===== src/rtl/sar_logic.sv =====
// Successive-approximation controller: samples, fires the comparator clock per bit,
// resolves the DAC trial code MSB-first and strobes the finished result.
module sar_logic #(
  parameter int NBITS       = 8,
  parameter int SAMPLE_CYC  = 2,
  parameter int TIMEOUT_CYC = 4
) (
  input  logic             clk,
  input  logic             rstn,
  input  logic             start,
  input  logic             vop,
  input  logic             done,
  output logic             cmp_clk,
  output logic             sample,
  output logic [NBITS-1:0] dac_code,
  output logic [NBITS-1:0] dout,
  output logic             valid,
  output logic             busy,
  output logic             meta
);

  localparam int          IW        = (NBITS > 1) ? $clog2(NBITS) : 1;
  localparam logic [IW-1:0] IDX_MSB = IW'(NBITS - 1);
  localparam logic [7:0]  SAMP_LAST = 8'(SAMPLE_CYC - 1);
  localparam logic [7:0]  TO_LAST   = 8'(TIMEOUT_CYC - 1);

  typedef enum logic [2:0] {
    ST_IDLE,
    ST_SAMPLE,
    ST_COMPARE,
    ST_RESET,
    ST_DONE
  } state_t;

  state_t           state_q, state_d;
  logic [7:0]       cnt_q, cnt_d;
  logic [IW-1:0]    idx_q, idx_d;
  logic [NBITS-1:0] dac_q, dac_d;
  logic [NBITS-1:0] dout_q, dout_d;
  logic             valid_q, valid_d;
  logic             busy_q, busy_d;
  logic             meta_q, meta_d;
  logic             cmp_clk_q, cmp_clk_d;
  logic             sample_q, sample_d;

  always_comb begin
    state_d   = state_q;
    cnt_d     = cnt_q;
    idx_d     = idx_q;
    dac_d     = dac_q;
    dout_d    = dout_q;
    valid_d   = 1'b0;
    meta_d    = meta_q;
    cmp_clk_d = cmp_clk_q;
    sample_d  = sample_q;

    unique case (state_q)
      ST_IDLE: begin
        cmp_clk_d = 1'b0;
        sample_d  = 1'b0;
        if (start) begin
          state_d  = ST_SAMPLE;
          cnt_d    = '0;
          dac_d    = '0;
          meta_d   = 1'b0;
          sample_d = 1'b1;
        end
      end

      ST_SAMPLE: begin
        sample_d = 1'b1;
        if (cnt_q == SAMP_LAST) begin
          state_d          = ST_COMPARE;
          sample_d         = 1'b0;
          idx_d            = IDX_MSB;
          dac_d[NBITS-1]   = 1'b1;
          cmp_clk_d        = 1'b1;
          cnt_d            = '0;
        end else begin
          cnt_d = cnt_q + 8'd1;
        end
      end

      ST_COMPARE: begin
        cmp_clk_d = 1'b1;
        if (done) begin
          dac_d[idx_q] = vop;
          cmp_clk_d    = 1'b0;
          cnt_d        = '0;
          state_d      = ST_RESET;
        end else if (cnt_q == TO_LAST) begin
          // Timed-out bit is kept as 1; counter restarts so RESET gets its own full timeout window.
          dac_d[idx_q] = 1'b1;
          meta_d       = 1'b1;
          cmp_clk_d    = 1'b0;
          cnt_d        = '0;
          state_d      = ST_RESET;
        end else begin
          cnt_d = cnt_q + 8'd1;
        end
      end

      ST_RESET: begin
        cmp_clk_d = 1'b0;
        if (!done || cnt_q == TO_LAST) begin
          if (done) meta_d = 1'b1;
          cnt_d = '0;
          if (idx_q == '0) begin
            state_d = ST_DONE;
            valid_d = 1'b1;
            dout_d  = dac_q;
          end else begin
            idx_d        = idx_q - IW'(1);
            dac_d[idx_d] = 1'b1;
            cmp_clk_d    = 1'b1;
            state_d      = ST_COMPARE;
          end
        end else begin
          cnt_d = cnt_q + 8'd1;
        end
      end

      ST_DONE: begin
        state_d = ST_IDLE;
      end

      default: state_d = ST_IDLE;
    endcase

    busy_d = (state_d != ST_IDLE);
  end

  always_ff @(posedge clk) begin
    if (!rstn) begin
      state_q   <= ST_IDLE;
      cnt_q     <= '0;
      idx_q     <= IDX_MSB;
      dac_q     <= '0;
      dout_q    <= '0;
      valid_q   <= 1'b0;
      busy_q    <= 1'b0;
      meta_q    <= 1'b0;
      cmp_clk_q <= 1'b0;
      sample_q  <= 1'b0;
    end else begin
      state_q   <= state_d;
      cnt_q     <= cnt_d;
      idx_q     <= idx_d;
      dac_q     <= dac_d;
      dout_q    <= dout_d;
      valid_q   <= valid_d;
      busy_q    <= busy_d;
      meta_q    <= meta_d;
      cmp_clk_q <= cmp_clk_d;
      sample_q  <= sample_d;
    end
  end

  assign cmp_clk  = cmp_clk_q;
  assign sample   = sample_q;
  assign dac_code = dac_q;
  assign dout     = dout_q;
  assign valid    = valid_q;
  assign busy     = busy_q;
  assign meta     = meta_q;

endmodule


===== config.mk =====
export PLATFORM = sky130hd
export DESIGN_NAME = sar_logic
export DESIGN_NICKNAME = d
export VERILOG_FILES = /design/src/rtl/sar_logic.sv
export SDC_FILE = /design/constraint.sdc
export NUM_CORES = 1
export LEC_CHECK = 0
export ABC_AREA = 1
export CAP_MARGIN = 10
export CORE_MARGIN = 3
export CORE_UTILIZATION = 61
export CTS_BUF_LIST = sky130_fd_sc_hd__clkbuf_4
export DETAILED_ROUTE_END_ITERATION = 10
export PLACE_DENSITY_LB_ADDON = 0.05
export SYNTH_ARGS = -nofsm -noshare
export SYNTH_HDL_FRONTEND = slang
export SYNTH_SLANG_ARGS = --single-unit

===== constraint.sdc =====
create_clock -name clk -period 3.3 [get_ports clk]
set_input_delay 0.495 -clock clk [delete_from_list [all_inputs] [get_ports clk]]
set_output_delay 0.495 -clock clk [all_outputs]
set_load 0.02 [all_outputs]

-- Yosys cells after proc, flatten, opt, wreduce, memory -nomap -nowiden
Index checks and enable logic that the tools add are counted.
W data, S select, Z words.
- flip-flop bits (word level): 35
- bits of input ports: 5
- $add $sub $neg: 2
- magnitude comparators: 4
- equality and inequality tests: 13
- multiplexer cells: 44
- bitwise logic cells: 2
- reduce and logical (&&, ||, !) cells: 19
- operator list (cell ; count):
    $mux W8 ; 9
    $pmux W8 S4 ; 1
    $mux W3 ; 9
    $pmux W7 S3 ; 1
    $or A8 B8 Y8 ; 2
    $mux W1 ; 15
    $ne A2 B2 Y1 const B ; 7
    $pmux W3 S4 ; 1
    $reduce_and A6 Y1 ; 2
    $add A8 B1 Y8 const B ; 1
    $bwmux W8 ; 1
    $eq A8 B1 Y1 const B ; 1
    $eq A8 B2 Y1 const B ; 1
    $lt A3 B4 Y1 const B ; 2
    $pmux W1 S4 ; 2
    $demux W1 S3 ; 2
    $eq A3 B2 Y1 const B ; 2
    $ge A3 B1 Y1 const B ; 2
    $logic_not A3 Y1 ; 2
    $pmux W3 S2 ; 1
    $reduce_and A3 Y1 ; 2
    $reduce_bool A3 Y1 ; 2
    $reduce_and A5 Y1 ; 1
    $reduce_and A2 Y1 ; 2
    other kinds (11) ; 13

-- Longest topological paths before layout
Gate-level depths: netlist (run 1).
- depth after elaboration: 9
- gate-level depth with buffers: 13

-- Least setup slack after synthesis (run 1)
No wires, ideal clock.
- kind: reg2reg
- from: register idx_q[0]
- to: register idx_q[2]
- setup time: 0.129 ns
- arrival: 1.471 ns
- setup slack: 1.700 ns
- cell stages (with the launch flop): 12
- period minus slack after synthesis: 1.600 ns
- path through: dfxtp_1 buf_2 clkinv_1 ha_1 nand2_1 inv_1 nor2_2 nor2_2 nor2_4 inv_1 nand2_1 nand3_1
- word-level cells in the longest chain between the ends: 4
- elaborated cells between the ends (all ways): 7
- classes of those cells: add/sub: 1; eq/ne: 1; mux: 3; reduce/logical: 2
- RTL lines (element ; line ; text):
    start: declaration ; 37 ; logic [IW-1:0] idx_q, idx_d;
    start signal: assignment ; 148 ; idx_q <= idx_d;
    $sub A3 B1 Y3 ; 113 ; idx_d = idx_q - IW'(1);
    $mux W3 ; 108 ; if (idx_q == '0) begin
    $mux W3 ; 105 ; if (!done || cnt_q == TO_LAST) begin
    $pmux W3 S2 ; 57 ; unique case (state_q)
Parallel ways exist; a longest one is shown, timed or not. The select of a mux whose other input is x is not followed.
A chain may end at the register's enable or synchronous reset.

-- Worst setup path in the final report (run 1)
- from: register idx_q[0]
- to: register dac_q[6] (netlist: dac_code[6])
- word-level cells in the longest chain between the ends: 9
- elaborated cells between the ends (all ways): 22
- classes of those cells: add/sub: 1; order compare: 4; eq/ne: 1; mux: 10; bitwise: 2; reduce/logical: 4
- RTL lines (element ; line ; text):
    $sub A3 B1 Y3 ; 113 ;
    $lt A3 B4 Y1 (implied by the code) or $ge A3 B1 Y1 (tied branches) ; 114 ; dac_d[idx_d] = 1'b1;
    $logic_and A1 B1 Y1 (implied by the code) ; 114 ;
    $mux W1 (implied by the code) ; 114 ;
    $demux W1 S3 ; 114 ;
    $or A8 B8 Y8 (no source line) ; n/a ;
    $mux W8 ; 108 ;
    $mux W8 ; 105 ;
    $pmux W7 S3 ; 57 ;
    end signal: assignment ; 138 ; dac_q <= '0;
    end signal: assignment ; 149 ; dac_q <= dac_d;
    end: declaration ; 38 ; logic [NBITS-1:0] dac_q, dac_d;
Parallel ways exist; a longest one is shown, timed or not. The select of a mux whose other input is x is not followed.

==> results of run 1 <==
==> how the worst max path moves through the flow <==
stage	start	endpoint	slack (ps)
finish	idx_q[0]	dac_code[6]	1340
global route	idx_q[0]	dac_code[3]	1110
CTS	idx_q[0]	dac_code[6]	1380
detailed placement	done	dout[0]	1250
global placement	done	dac_code[6]	1350
floorplan	idx_q[0]	idx_q[2]	1700
==> registers in the layout (all words and copies together) (netlist names) <==
name	flops
sample	1
meta	1
busy	1
valid	1
cmp_clk	1
dout	8
idx_q	3
dac_code	8
state_q	3
cnt_q	8
==> power breakdown <==
| group | internal [mW] | switching, mW | total [mW] |
|---|---|---|---|
| Combinational | 0.0949 | 0.181 | 0.275 |
| Clock | 0.0753 | 0.138 | 0.213 |
| Sequential | 0.450 | 0.0287 | 0.479 |
==> worst register-to-register path, cell delays in order, from the launching register on <==
cell	delay, ps
dfxtp_1	500
clkinv_1	290
ha_1	280
nand2_1	60
inv_1	90
nand2_4	110
nand2_1	110
nor2_4	220
nand2_1	110
a21oi_1	130
==> placed cells by master (no fill, tap or decap), types with 2 or more instances in the layout <==
master / count
nand4_1: 4
nor2_1: 34
xor2_1: 4
nand2_1: 52
inv_2: 2
o21ai_2: 3
a21oi_1: 28
dfxtp_1: 35
o21ai_0: 27
nor3_1: 4
ha_1: 4
clkdlybuf4s50_1: 25
clkbuf_4: 5
nand3_1: 29
nand3_2: 2
nor2_2: 5
nand2_2: 4
inv_1: 34
nor2_4: 4
clkinv_1: 2
a31oi_1: 2
==> routing by layer <==
layer  GRT usage, %  vias to the layer above
met5              0                        -
met4          12.40                        0
met3          7.554                       11
met2          35.82                       82
met1          35.99                      869
li1               -                     1002
==> area by class of cell <==
cell class	instances	share of cell area, %
Clock inverter	2	0.3840
Tap cell	42	2.304
Clock buffer	5	1.646
Inverter	38	6.363
Multi-Input combinational cell	211	47.28
Sequential cell	35	30.72
Timing Repair Buffer	26	11.30
==> logic make-up (layout without fill, tap and decap cells) <==
family,Yosys count,in the layout,synth area share [%]
compound gates,62,62,16.78
fa+ha+maj,4,4,2.553
xor+xnor,5,5,2.233
flops,35,35,35.74
simple gates,140,140,33.44
buf+inv,44,71,9.254
==> metrics by stage <==
step | setup slack (ps) | power, mW | util [%] | instance area, sq um
after floorplan | 1700 | 0.6766 | - | 1961
after global placement | 1353 | 0.7524 | 77.05 | 2235
after detailed placement | 1254 | 0.7585 | 77.05 | 2235
after CTS | 1381 | 0.9718 | 78.65 | 2281
after global routing | 1113 | 1.029 | 78.65 | 2281
final | 1343 | 0.9670 | 78.65 | 2281
==> results.py, run 1 <==
metrics = {
    "min_path": {
        "min_from": "meta",
        "min_path_type": "reg -> reg",
        "worstHoldPathCells": 2,
        "hold_end": "meta",
    },
    "cts": {
        "clock_path_buffers": 2,
        "htree_levels": 2,
        "post_cts_buffers": 0,
        "cts_buffers": 5,
        "clock_latency_ps": 340,
        "clock_sinks": 35,
        "root_buffer": "clkbuf_4",
        "ctsHoldBuffers": 0,
        "cts_resized": 0,
        "path_clk_slew_ps": 100,
        "cts_tree": "yes",
    },
    "sta": {
        "setup_tns_ps": 0,
        "tightest_slew_ps": 580.8,
        "setup-violations-final": 0,
        "finalMaxSlewViolations": 0,
        "rsz0062_at_grt": "false",
        "relSlewSlack_pct": 60.87,
        "fmax_mhz": 511.0,
        "period_minus_slack_ps": 1957,
        "hold_slack_ps": 498.3,
        "hold_viol": 0,
        "finClkSkew_ps": 7.338,
        "timing.final.crit_share_pct": 59.30,
    },
    "placed_design": {
        "place_inst": 352,
        "place_congestion": 0.9177,
        "hpwl_mm": 3.434,
        "portBuffers": 25,
    },
    "logic_synthesis": {
        "synth_area_leaders": "dfxtp_1 36%, nand2_1 10%, nand3_1 7.4%",
        "synth_top_area_cell": "dfxtp_1",
        "async_reset_ff_share_pct": 0,
        "yosys_warnings": 0,
        "synth_ff_type": "dfxtp_1",
        "yosysUniqueCellTypes": 29,
        "synth_top_area_share_pct": 35.74,
        "yosysSeqAreaShare_pct": 35.74,
        "synth.most_common_cell": "nand2_1",
        "synth.cell_area_sq_um": 1961,
        "synth_seq_cells": 35,
        "syn_avg_cell_area_sq_um": 6.761,
        "syn_nets": 299,
        "synthCells": 290,
        "ys_top_cells_by_count": "52 x nand2_1, 35 x dfxtp_1, 34 x inv_1, 34 x nor2_1, 29 x nand3_1",
        "synth_edf_count": 0,
    },
    "die": {
        "start_util_pct": 67.60,
        "die_height_microns": 62.70,
        "die-area_sq_um": 3931,
        "core_area_sq_um": 2900,
        "rows": 19,
        "die_w_microns": 62.70,
        "ios": 26,
    },
    "route": {
        "routed-via-count": 1964,
        "first_pass_iters": 5,
        "drcViolationCount": 0,
        "first_iter_violations": 222,
        "wirelength_mm": 4.623,
        "wl_met3_microns": 371,
        "wl_met1_mm": 2.221,
        "wire_per_inst_microns": 12.88,
        "postRouteAntennaNets": 0,
        "top_layer": "met4",
        "route.met2.wl_mm": 1.919,
        "viasPerCell": 5.471,
    },
    "cells_and_area": {
        "multi_input_area_sq_um": 1079,
        "layout-drive-gt1-share_pct": 9.464,
        "nets": 326,
        "syn2layout_area_growth_pct": 16.34,
        "fill_cells": 215,
        "register_area_sq_um": 700.7,
        "stdcell_count": 359,
        "diodes": 0,
    },
    "global_route": {
        "antenna_found_initial": 0,
        "grt_remaining_overflow": 0,
        "grt_usage_pct": 25.75,
        "grt_max_degree": 21,
        "grt_pass1_wl_mm": 8.004,
        "grt_pass1_vias": 1705,
    },
    "worst_setup_path": {
        "slowest_stage": "dfxtp_1",
        "cpPeakStageDelay_ps": 500,
        "crit_cells": 9,
        "rrSetupSlack_ps": 1340,
        "rr_startpoint": "idx_q[0]",
        "endpoint_kind": "flop",
        "arrival_ps": 2230,
        "reg2regPathDepth": 9,
        "criticalPathCategory": "reg -> reg",
        "critPathBufInv": 2,
        "crit_path_cell_trace": "clkinv_1 > ha_1 > nand2_1 > inv_1 > nand2_4 > nand2_1 > nor2_4 > nand2_1 > a21oi_1",
        "cpMostUsedCell": "nand2_1",
        "crit_fanout": 10,
        "crit_family": "simple AND/OR/NAND/NOR gates",
        "cp.required_ps": 3580,
        "r2r-end": "dac_code[6]",
        "start_kind": "flop",
    },
    "job": {
        "drv_cap": 0,
    },
    "run_status": {
        "status": "complete, no violations",
    },
    "power_and_ir_drop": {
        "irDropWorstVdd_uv": 386.6,
        "p_leak_nw": 0.9786,
        "power_density_nw_per_um2": 424.0,
    },
}
Power figures use the tool's default switching activity.
==> inputs of run 2 (changes only) <==
Settings changed: CORE_UTILIZATION 61 to 51.
Clock period 3.3 ns to 1.7 ns, I/O delays scaled along.
==> run 2 against run 1 <==
Against the previous run:
- critical path depth is 8 lower
- combinational power is 130% higher
- clock skew is 2.9 ps higher
- final cell count is 5.8% higher
- setup slack worse by 1200 ps
- critical endpoint is now dac_code[0]
- sequential cell count stayed put
- first-iteration DRC count is 41% lower
- sequential share of layout area is 2.1 points lower
- register-to-register slack worse by 1200 ps
- wire length is 0.45% higher
==> results.py, run 2 (synthesis gave the netlist of run 1 again) <==
metrics = {
    "run_status": {
        "status": "complete, no violations",
    },
    "route": {
        "first_pass_iters": 4,
        "wire_per_inst_microns": 12.22,
        "wirelength_mm": 4.644,
        "postRouteAntennaNets": 0,
        "viasPerCell": 5.232,
        "drcViolationCount": 0,
        "first_iter_violations": 132,
        "routed-via-count": 1988,
    },
    "cts": {
        "cts_tree": "yes",
        "htree_levels": 2,
        "clock_sinks": 35,
        "clock_latency_ps": 350,
        "cts_buffers": 5,
        "clock_path_buffers": 2,
        "path_clk_slew_ps": 110,
        "root_buffer": "clkbuf_4",
    },
    "global_route": {
        "grt_max_degree": 20,
        "grt_remaining_overflow": 0,
        "grt_usage_pct": 22.24,
        "grt_pass1_wl_mm": 7.679,
        "grt_pass1_vias": 1727,
        "antenna_found_initial": 0,
    },
    "worst_setup_path": {
        "endpoint_kind": "output pin",
        "rr_startpoint": "state_q[1]",
        "cp.required_ps": 1440,
        "r2r-end": "idx_q[1]",
        "criticalPathCategory": "reg -> out",
        "rrSetupSlack_ps": 150,
        "crit_path_cell_trace": "clkdlybuf4s50_1",
        "reg2regPathDepth": 9,
        "crit_fanout": 3,
        "start_kind": "flop",
        "slowest_stage": "clkdlybuf4s50_1",
        "critPathBufInv": 1,
        "crit_family": "buffers and inverters",
        "cpPeakStageDelay_ps": 620,
        "arrival_ps": 1340,
    },
    "sta": {
        "period_minus_slack_ps": 1595,
        "fmax_mhz": 627.1,
        "rsz0062_at_grt": "false",
        "setup-violations-final": 0,
        "finalMaxSlewViolations": 0,
        "hold_viol": 0,
        "timing.final.crit_share_pct": 93.80,
        "tightest_slew_ps": 406.7,
        "setup_tns_ps": 0,
        "relSlewSlack_pct": 72.86,
        "finClkSkew_ps": 10.23,
    },
    "placed_design": {
        "place_area_sq_um": 2337,
        "portBuffers": 25,
        "hpwl_mm": 3.500,
        "place_congestion": 0.9163,
    },
    "die": {
        "die-area_sq_um": 4625,
        "die_height_microns": 68.01,
        "rows": 21,
        "start_util_pct": 55.69,
        "core_area_sq_um": 3521,
        "die_w_microns": 68.01,
        "ios": 26,
    },
    "min_path": {
        "min_from": "meta",
        "hold_end": "meta",
        "worstHoldPathCells": 2,
        "min_path_type": "reg -> reg",
    },
    "cells_and_area": {
        "nets": 342,
        "syn2layout_area_growth_pct": 24.89,
        "design_area_sq_um": 2449,
        "mostFrequentLayoutCells": "50 x nand2_1, 35 x dfxtp_1, 33 x inv_1, 33 x nor2_1, 29 x nand3_1",
        "layout_commonest_cell": "nand2_1",
        "diodes": 0,
        "layout-drive-gt1-share_pct": 16.17,
    },
    "job": {
        "drv_cap": 0,
    },
    "power_and_ir_drop": {
        "irDropWorstVdd_uv": 619.6,
        "p_leak_nw": 1.058,
        "power_density_nw_per_um2": 813.1,
    },
}
[run 2: worst register-to-register path: stages, from the launching register on]
cell and delay (ps):
dfxtp_1 430, nand2_2 120, nor2_4 250, inv_4 90, nor2_2 160, nor2_2 70
nor2_4 150, inv_1 70, nand2_1 60, nand3_1 50
[run 2: routing by layer]
| layer | vias to the layer above | part of all wire [%] | GRT usage (%) |
|---|---|---|---|
| li1 | 1040 | - | - |
| met1 | 898 | 46 | 26.83 |
| met2 | 43 | 50 | 37.67 |
| met3 | 7 | 3.7 | 5.090 |
| met4 | 0 | 1.1 | 9.429 |
| met5 | - | 0 | 0 |
[run 2: final cells by class]
cell class	count	area, sq um
multi-input combinational	212	1105
fill	337	1072
sequential	35	700.7
timing repair buffer	41	382.9
inverter	38	145.1
tap	46	57.56
clock buffer	5	37.54
clock inverter	3	20.02
[run 2: how the worst max path moves through the flow]
stage | slack [ps] | depth (start not counted) | to | startpoint
after floorplan | 100 | 11 | idx_q[2] | idx_q[0]
after global placement | 100 | 8 | dac_code[5] | done
after detailed placement | 50 | 6 | dout[0] | done
after CTS | 80 | 1 | dac_code[1] | dac_code[1]
after global routing | 0.02 | 9 | idx_q[2] | state_q[1]
final | 110 | 1 | dac_code[0] | dac_code[0]
[run 2: metrics by stage]
| stage | std cells | setup WS (ps) | util, % | power (mW) | hold WS (ps) |
|---|---|---|---|---|---|
| detailed placement | 369 | 54.35 | 66.38 | 1.528 | 462.7 |
| finish | 380 | 105.4 | 69.55 | 1.991 | 484.1 |
| global route | 380 | 0.02465 | 69.55 | 2.132 | 521.1 |
| CTS | 377 | 82.78 | 68.02 | 1.993 | 488.4 |
| global placement | 369 | 100.9 | 66.38 | 1.522 | 455.0 |
| floorplan | 290 | 99.97 | - | 1.313 | 424.8 |
[run 2: report_power, final]
part           total [mW]  internal, mW  switching (mW)
logic               0.619         0.231           0.387
clock network       0.466         0.158           0.308
registers           0.907         0.874          0.0330
[run 2: timing repair]
item | CTS | global route
resized for setup | 0 | 8
setup endpoints to repair | 0 | 20
hold buffers | 0 | 0
endpoints found under the hold margin | 0 | 0
setup buffers | 0 | 2
==> inputs of run 3 (changes only) <==
Settings changed: ABC_AREA 1 to 0.
==> run 3 against run 2 <==
Against the previous run:
- the run now ends with negative setup slack left
- synthesized cell count is 19% lower
- fmax decreased by 14%
- wire length rose by 20%
- total power shrank 6.8%
- core utilization is 11 points higher
- non-clock buffer count increased by 40
- first-iteration DRC count grew 28%
- clock skew up 6.0 ps
- critical path type is now reg -> reg
- critical endpoint is now cnt_q[1]
- largest cell class unchanged
==> results.py, run 3 <==
metrics = {
    "job": {
        "drv_cap": 0,
    },
    "logic_synthesis": {
        "async_reset_ff_share_pct": 0,
        "synth.most_common_cell": "dfxtp_1",
        "ys_top_cells_by_count": "35 x dfxtp_1, 26 x nor2_1, 23 x nand2_1",
        "synth_ff_type": "dfxtp_1",
        "synth_area_leaders": "dfxtp_1 36%, a21oi_1 5.4%, nor2_1 5.1%",
        "synth_top_area_cell": "dfxtp_1",
        "synth_seq_cells": 35,
        "yosysUniqueCellTypes": 46,
        "synth_top_area_share_pct": 36.29,
        "syn_avg_cell_area_sq_um": 8.181,
        "synth.cell_area_sq_um": 1931,
        "synth_edf_count": 0,
        "yosys_warnings": 0,
        "syn_nets": 245,
        "yosysSeqAreaShare_pct": 36.29,
        "synthCells": 236,
    },
    "cts": {
        "htree_levels": 2,
        "root_buffer": "clkbuf_4",
        "path_clk_slew_ps": 140,
        "cts_tree": "yes",
        "cts_buffers": 5,
        "clock_sinks": 35,
        "clock_path_buffers": 2,
        "clock_latency_ps": 360,
    },
    "route": {
        "first_pass_iters": 4,
        "routed-via-count": 2013,
        "first_iter_violations": 169,
        "drcViolationCount": 0,
        "viasPerCell": 5.654,
        "wire_per_inst_microns": 15.71,
        "postRouteAntennaNets": 0,
        "wirelength_mm": 5.593,
    },
    "sta": {
        "fmax_mhz": 540.0,
        "relSlewSlack_pct": 73.78,
        "finalMaxSlewViolations": 0,
        "hold_viol": 0,
        "setup-violations-final": 15,
        "timing.final.crit_share_pct": 108.9,
        "layout_setup_ws_ps": -151.8,
        "rsz0062_at_grt": "true",
        "tightest_slew_ps": 391.9,
        "finClkSkew_ps": 16.20,
        "period_minus_slack_ps": 1852,
    },
    "placed_design": {
        "place_congestion": 0.8397,
        "place_area_sq_um": 2560,
        "hpwl_mm": 3.730,
        "portBuffers": 25,
        "place_inst": 342,
    },
    "worst_setup_path": {
        "cp.required_ps": 1950,
        "endpoint_kind": "flop",
        "rr_startpoint": "cnt_q[2]",
        "rrSetupSlack_ps": -150,
        "start_kind": "flop",
        "reg2regPathDepth": 8,
        "arrival_ps": 2100,
        "crit_fanout": 6,
        "criticalPathCategory": "reg -> reg",
        "r2r-end": "cnt_q[1]",
    },
    "cells_and_area": {
        "stdcell_count": 356,
        "design_area_sq_um": 2815,
        "multi_input_area_sq_um": 1266,
        "fill_cells": 236,
        "layout_commonest_cell": "buf_4",
        "syn2layout_area_growth_pct": 45.82,
        "register_area_sq_um": 710.7,
        "mostFrequentLayoutCells": "52 x buf_4, 29 x dfxtp_1, 25 x nor2_1",
        "nets": 318,
        "diodes": 0,
        "layout-drive-gt1-share_pct": 31.61,
    },
    "run_status": {
        "violations": "negative setup slack",
        "status": "finished with violations",
    },
    "global_route": {
        "grt_pass1_vias": 1913,
        "grt_remaining_overflow": 0,
        "grt_pass1_wl_mm": 8.776,
        "grt_usage_pct": 25.58,
        "antenna_found_initial": 0,
        "grt_max_degree": 20,
    },
    "power_and_ir_drop": {
        "power_density_nw_per_um2": 659.0,
        "irDropWorstVdd_uv": 635.2,
        "p_leak_nw": 1.109,
    },
    "die": {
        "core_area_sq_um": 3495,
        "start_util_pct": 55.25,
        "ios": 26,
        "die_w_microns": 67.53,
        "rows": 21,
        "die-area_sq_um": 4560,
        "die_height_microns": 67.53,
    },
    "min_path": {
        "worstHoldPathCells": 2,
        "hold_end": "dout[5]",
        "min_from": "dout[5]",
        "min_path_type": "reg -> reg",
    },
}
[run 3: changes by cell type after synthesis, moves of 8 or more]
cell      before  now
nand3_1       29   13
a22oi_1        0    8
nand2_1       52   23
clkbuf_1       2   10
nor2_1        34   26
inv_1         34    8
o21ai_0       27    7
[run 3: where the power goes]
group / total (mW) / internal, mW / switching (mW)
Sequential: 0.862 / 0.841 / 0.0209
Combinational: 0.487 / 0.233 / 0.254
Clock: 0.506 / 0.167 / 0.338
[run 3: per-layer routing]
layer	wire (microns)	GRT usage, %	part of all wire [%]
met1	2660	33.84	48
met2	2646	40.70	47
met3	180	3.827	3.2
met4	104	11.90	1.9
met5	0	0	0
[run 3: logic make-up after synthesis]
group	share of synthesized area, %
buffers and inverters	5.379
muxes	4.213
xor gates and xnor gates	2.722
DFF	36.29
adders and majority gates	2.592
AOI/OAI and AO/OA	24.30
and+or+nand+nor	24.50
[run 3: worst max-delay path by stage]
stage	start	end	slack [ps]
2_1_floorplan	cnt_q[4]	dac_code[7]	-140
3_3_place_gp	cnt_q[4]	idx_q[0]	-190
3_5_place_dp	cnt_q[0]	idx_q[1]	-220
4_1_cts	cnt_q[0]	dac_code[7]	-100
5_1_grt	cnt_q[1]	cnt_q[1]	-200
6_report	cnt_q[2]	cnt_q[1]	-150
[run 3: critical path, cell delays in order, from the launching register on]
cell and delay (ps):
dfxtp_1 360, nor4_4 250, buf_4 210, a311oi_4 110, a211o_1 350, buf_6 150, buf_6 110, a22oi_2 130
nor2_1 60
[run 3: cell type report]
class                      instances  share of cell area (%)
clock buffer                       5                   1.333
clock inverter                     3                  0.8000
inverter                           8                   1.067
multi-input combinational        178                   44.98
sequential                        35                   25.24
tap                               46                   2.044
timing repair buffer              81                   24.53
[run 3: repair_timing]
item,4_1_cts,5_1_grt
gates resized for setup,16,25
setup endpoints to repair,27,30
buffers inserted,4,1
hold buffers,0,0
gates cloned,0,1
pin swaps,6,9
[run 3: through the flow]
stage	setup TNS [ps]	power (mW)	util, %	hold WS, ps	setup WS, ps
detailed placement	-3212	1.278	73.25	445.7	-215.3
CTS	-1018	1.815	77.62	463.5	-100.1
finish	-1122	1.855	80.56	464.9	-151.8
global placement	-2908	1.272	73.25	442.4	-191.0
floorplan	-523.6	1.093	-	425.7	-137.5
global route	-2405	1.920	80.56	484.4	-204.8
==> RTL change, RTL diff (config.mk and constraints of run 3) <==
Encoding of `state_t`: now one-hot (5 bits for 5 states).
--- a/src/rtl/sar_logic.sv
+++ b/src/rtl/sar_logic.sv
@@ -24,12 +24,12 @@
   localparam logic [7:0]  SAMP_LAST = 8'(SAMPLE_CYC - 1);
   localparam logic [7:0]  TO_LAST   = 8'(TIMEOUT_CYC - 1);
 
-  typedef enum logic [2:0] {
-    ST_IDLE,
-    ST_SAMPLE,
-    ST_COMPARE,
-    ST_RESET,
-    ST_DONE
+  typedef enum logic [4:0] {
+    ST_IDLE    = 5'b00001,
+    ST_SAMPLE  = 5'b00010,
+    ST_COMPARE = 5'b00100,
+    ST_RESET   = 5'b01000,
+    ST_DONE    = 5'b10000
   } state_t;
 
   state_t           state_q, state_d;
Behaviour: no difference found for any inputs over 10 cycles, from zero or initial values and one cycle with rstn low; not proved beyond that.
==> RTL change against run 3 <==
Critical path depth shrank 1; the run still ends with setup timing left; cell count up 5.1%; wire length up 18%; cell area is 18% higher; first-iteration DRC count down 0.59%; sequential cell count rose by 2; sequential power grew 2.9%; sequential share of layout area is 2.5 points lower; power increased by 5.9%; setup slack better by 100 ps; area after synthesis grew 15%.
==> RTL change: results (changes against run 3) <==
- Outcome: complete, but fails checks
* Violations in the final reports: setup timing
- After synthesis, the cell types taking the most area are dfxtp_1 33%, mux2i_1 6.8%, nor2_1 4.1%.
- In this run the clock root is driven by a clkbuf_4.
- Worst Path Max Fanout: 2 (-4)
- The largest vdd supply drop is 0.000735 V (+16%).
- The count of inserted antenna diode cells is 0 (unchanged).
* Detailed-placement wirelength estimate: 4.15 mm (+11%)
- Number of setup violations in the final report: 7 (-8)
- The worst-case clock buffer depth came to 2 (unchanged).
- Tightest Hold Check Type: flip-flop to flip-flop
* Primary flip-flop cell chosen by synthesis mapping: dfxtp_1
* Number of filler cells placed in the layout: 269 (+14%)
- Cell types with the highest counts after synthesis: 37 x dfxtp_1, 24 x nor2_1, 16 x nand2_1
* H-Tree Depth: 2 (unchanged)
* Total number of yosys warnings: 0 (unchanged)
* Final Hold Slack: 485 ps (+19.8 ps)
- The detailed-routing iteration count for the pre-antenna-repair pass was 4 (unchanged).
* Min-Delay Endpoint: cmp_clk
* Post-synth ARST share: 0 (unchanged)
- The sequential element share of the synthesized area is 0.335 (-0.0283).
* Initial detailed-routing violation count: 168 (-0.59%)
* Post-Synthesis Mean Instance Area: 9.07 sq um (+11%)
* Worst flop-to-flop path endpoint: dac_code[7]
- Clock edge transition at the registers on the reported setup and hold paths: 140 ps (about the same)
- Fin Clk Skew: 15.9 ps (-0.265 ps)
- Per-cell via count in the routed design: 6.06 (+7.2%)
- Among all stages on the critical path, the largest delay is contributed by or4b_1.
* Number of antenna violations at the first check in global routing: 0 (unchanged)
- Headroom to the max-slew limit: 0.756 (+0.0187)
* Worst setup margin: -47.4 ps (+104 ps)
* Critical register-to-register path startpoint: idx_q[1]
- Number of buffer cells added on primary ports: 25 (unchanged)
* Non-filler cells, final: 374 (+5.1%)
- The via count of the first global-routing pass was 2,126 (+11%).
- Global-route wire length before repair: 10.1 mm (+15%)
- Total CTS buffers: 5 (unchanged)
- Leakage dissipation: 1.32 nW (+19%)
* Routed len/inst: 17.6 microns (+12%)
* Cells on worst reg2reg path: 7 (-1)
- Share of post-route cells with drive strength above 1: 0.414 (+0.0975)
- The hold-critical path depth was 2 (unchanged).
- The pin count of the biggest net entering global routing came to 19 (-5.0%).
- The post-synth net total came to 253 (+3.3%).
- The count of cell types in the netlist is 62 (+35%).
- Delay of the slowest cell on the worst path: 460 ps (+100 ps)
- Overall routing resource usage: 0.246 (-0.00962)
* Worst-Skew Late Latency: 360 ps (about the same)
- Net switching fraction of the power: 0.252 (-0.0786)
* Critical Path AT: 2050 ps (-50 ps)
- The startpoint identified for the worst hold timing path is cmp_clk.
* Final estimated routing congestion in global placement: 0.844 (+0.52%)
* # placed instances: 354 (+3.5%)
* Post-layout net count: 332 (+4.4%)
## RTL change: how the worst max path moves through the flow
stage              from          end  slack (ps)
2_1_floorplan  idx_q[1]  dac_code[7]         -90
3_3_place_gp      start     cnt_q[1]        -220
3_5_place_dp      start  dac_code[3]        -270
4_1_cts        idx_q[1]  dac_code[7]         -60
5_1_grt        idx_q[1]  dac_code[7]        -160
6_report       idx_q[1]  dac_code[7]         -50
## RTL change: critical path: cells and delay by family (launching register included)
family,cells,cell delay [ps]
mux,1,130
simple gates,2,530
flops,1,360
fa+ha+maj,1,240
buf+inv,1,50
compound gates,2,380
## RTL change: timing repair
action / 4_1_cts / 5_1_grt
endpoints found under the setup margin: 27 / 32
gates cloned: 0 / 0
pin swaps: 8 / 25
resized for setup: 23 / 40
setup buffers: 4 / 9
## RTL change: cells by family after synthesis
kind of cell	share of synthesized area
flops	0.335
mux	0.0678
simple gates	0.267
compound gates	0.213
buf+inv	0.0560
xor+xnor	0.0396
fa+ha+maj	0.0226
## RTL change: layout make-up
cell class,count,area share
tap,50,0.0188
timing repair buffer,87,0.234
clock inverter,3,0.0207
multi-input combinational,183,0.476
sequential,37,0.228
clock buffer,5,0.0113
inverter,9,0.0109
## RTL change: power groups by stage
stage	registers, W	clock network [W]	logic (W)
floorplan	0.000911	0	0.000124
finish	0.000887	0.000809	0.000270
CTS	0.000889	0.000812	0.000237
global route	0.000889	0.000854	0.000288
detailed placement	0.000909	0	0.000220
global placement	0.000909	0	0.000217
## RTL change: metal layers
metal / wire (microns) / global-route usage / up-vias
met3: 354 / 0.0477 / 30
met4: 235 / 0.0856 / 0
met2: 3340 / 0.419 / 81
li1: - / - / 1060
met1: 2640 / 0.310 / 1097
met5: 0 / 0 / -
## RTL change: through the flow
stage                     cell area (sq um)  worst slack (ps)  setup TNS [ps]
final                                  3330             -47.4            -137
after global routing                   3330              -157           -1930
after floorplan                        2260             -85.7           -85.7
after global placement                 2860              -221           -3190
after detailed placement               2860              -274           -3930
after CTS                              3120             -56.3            -100
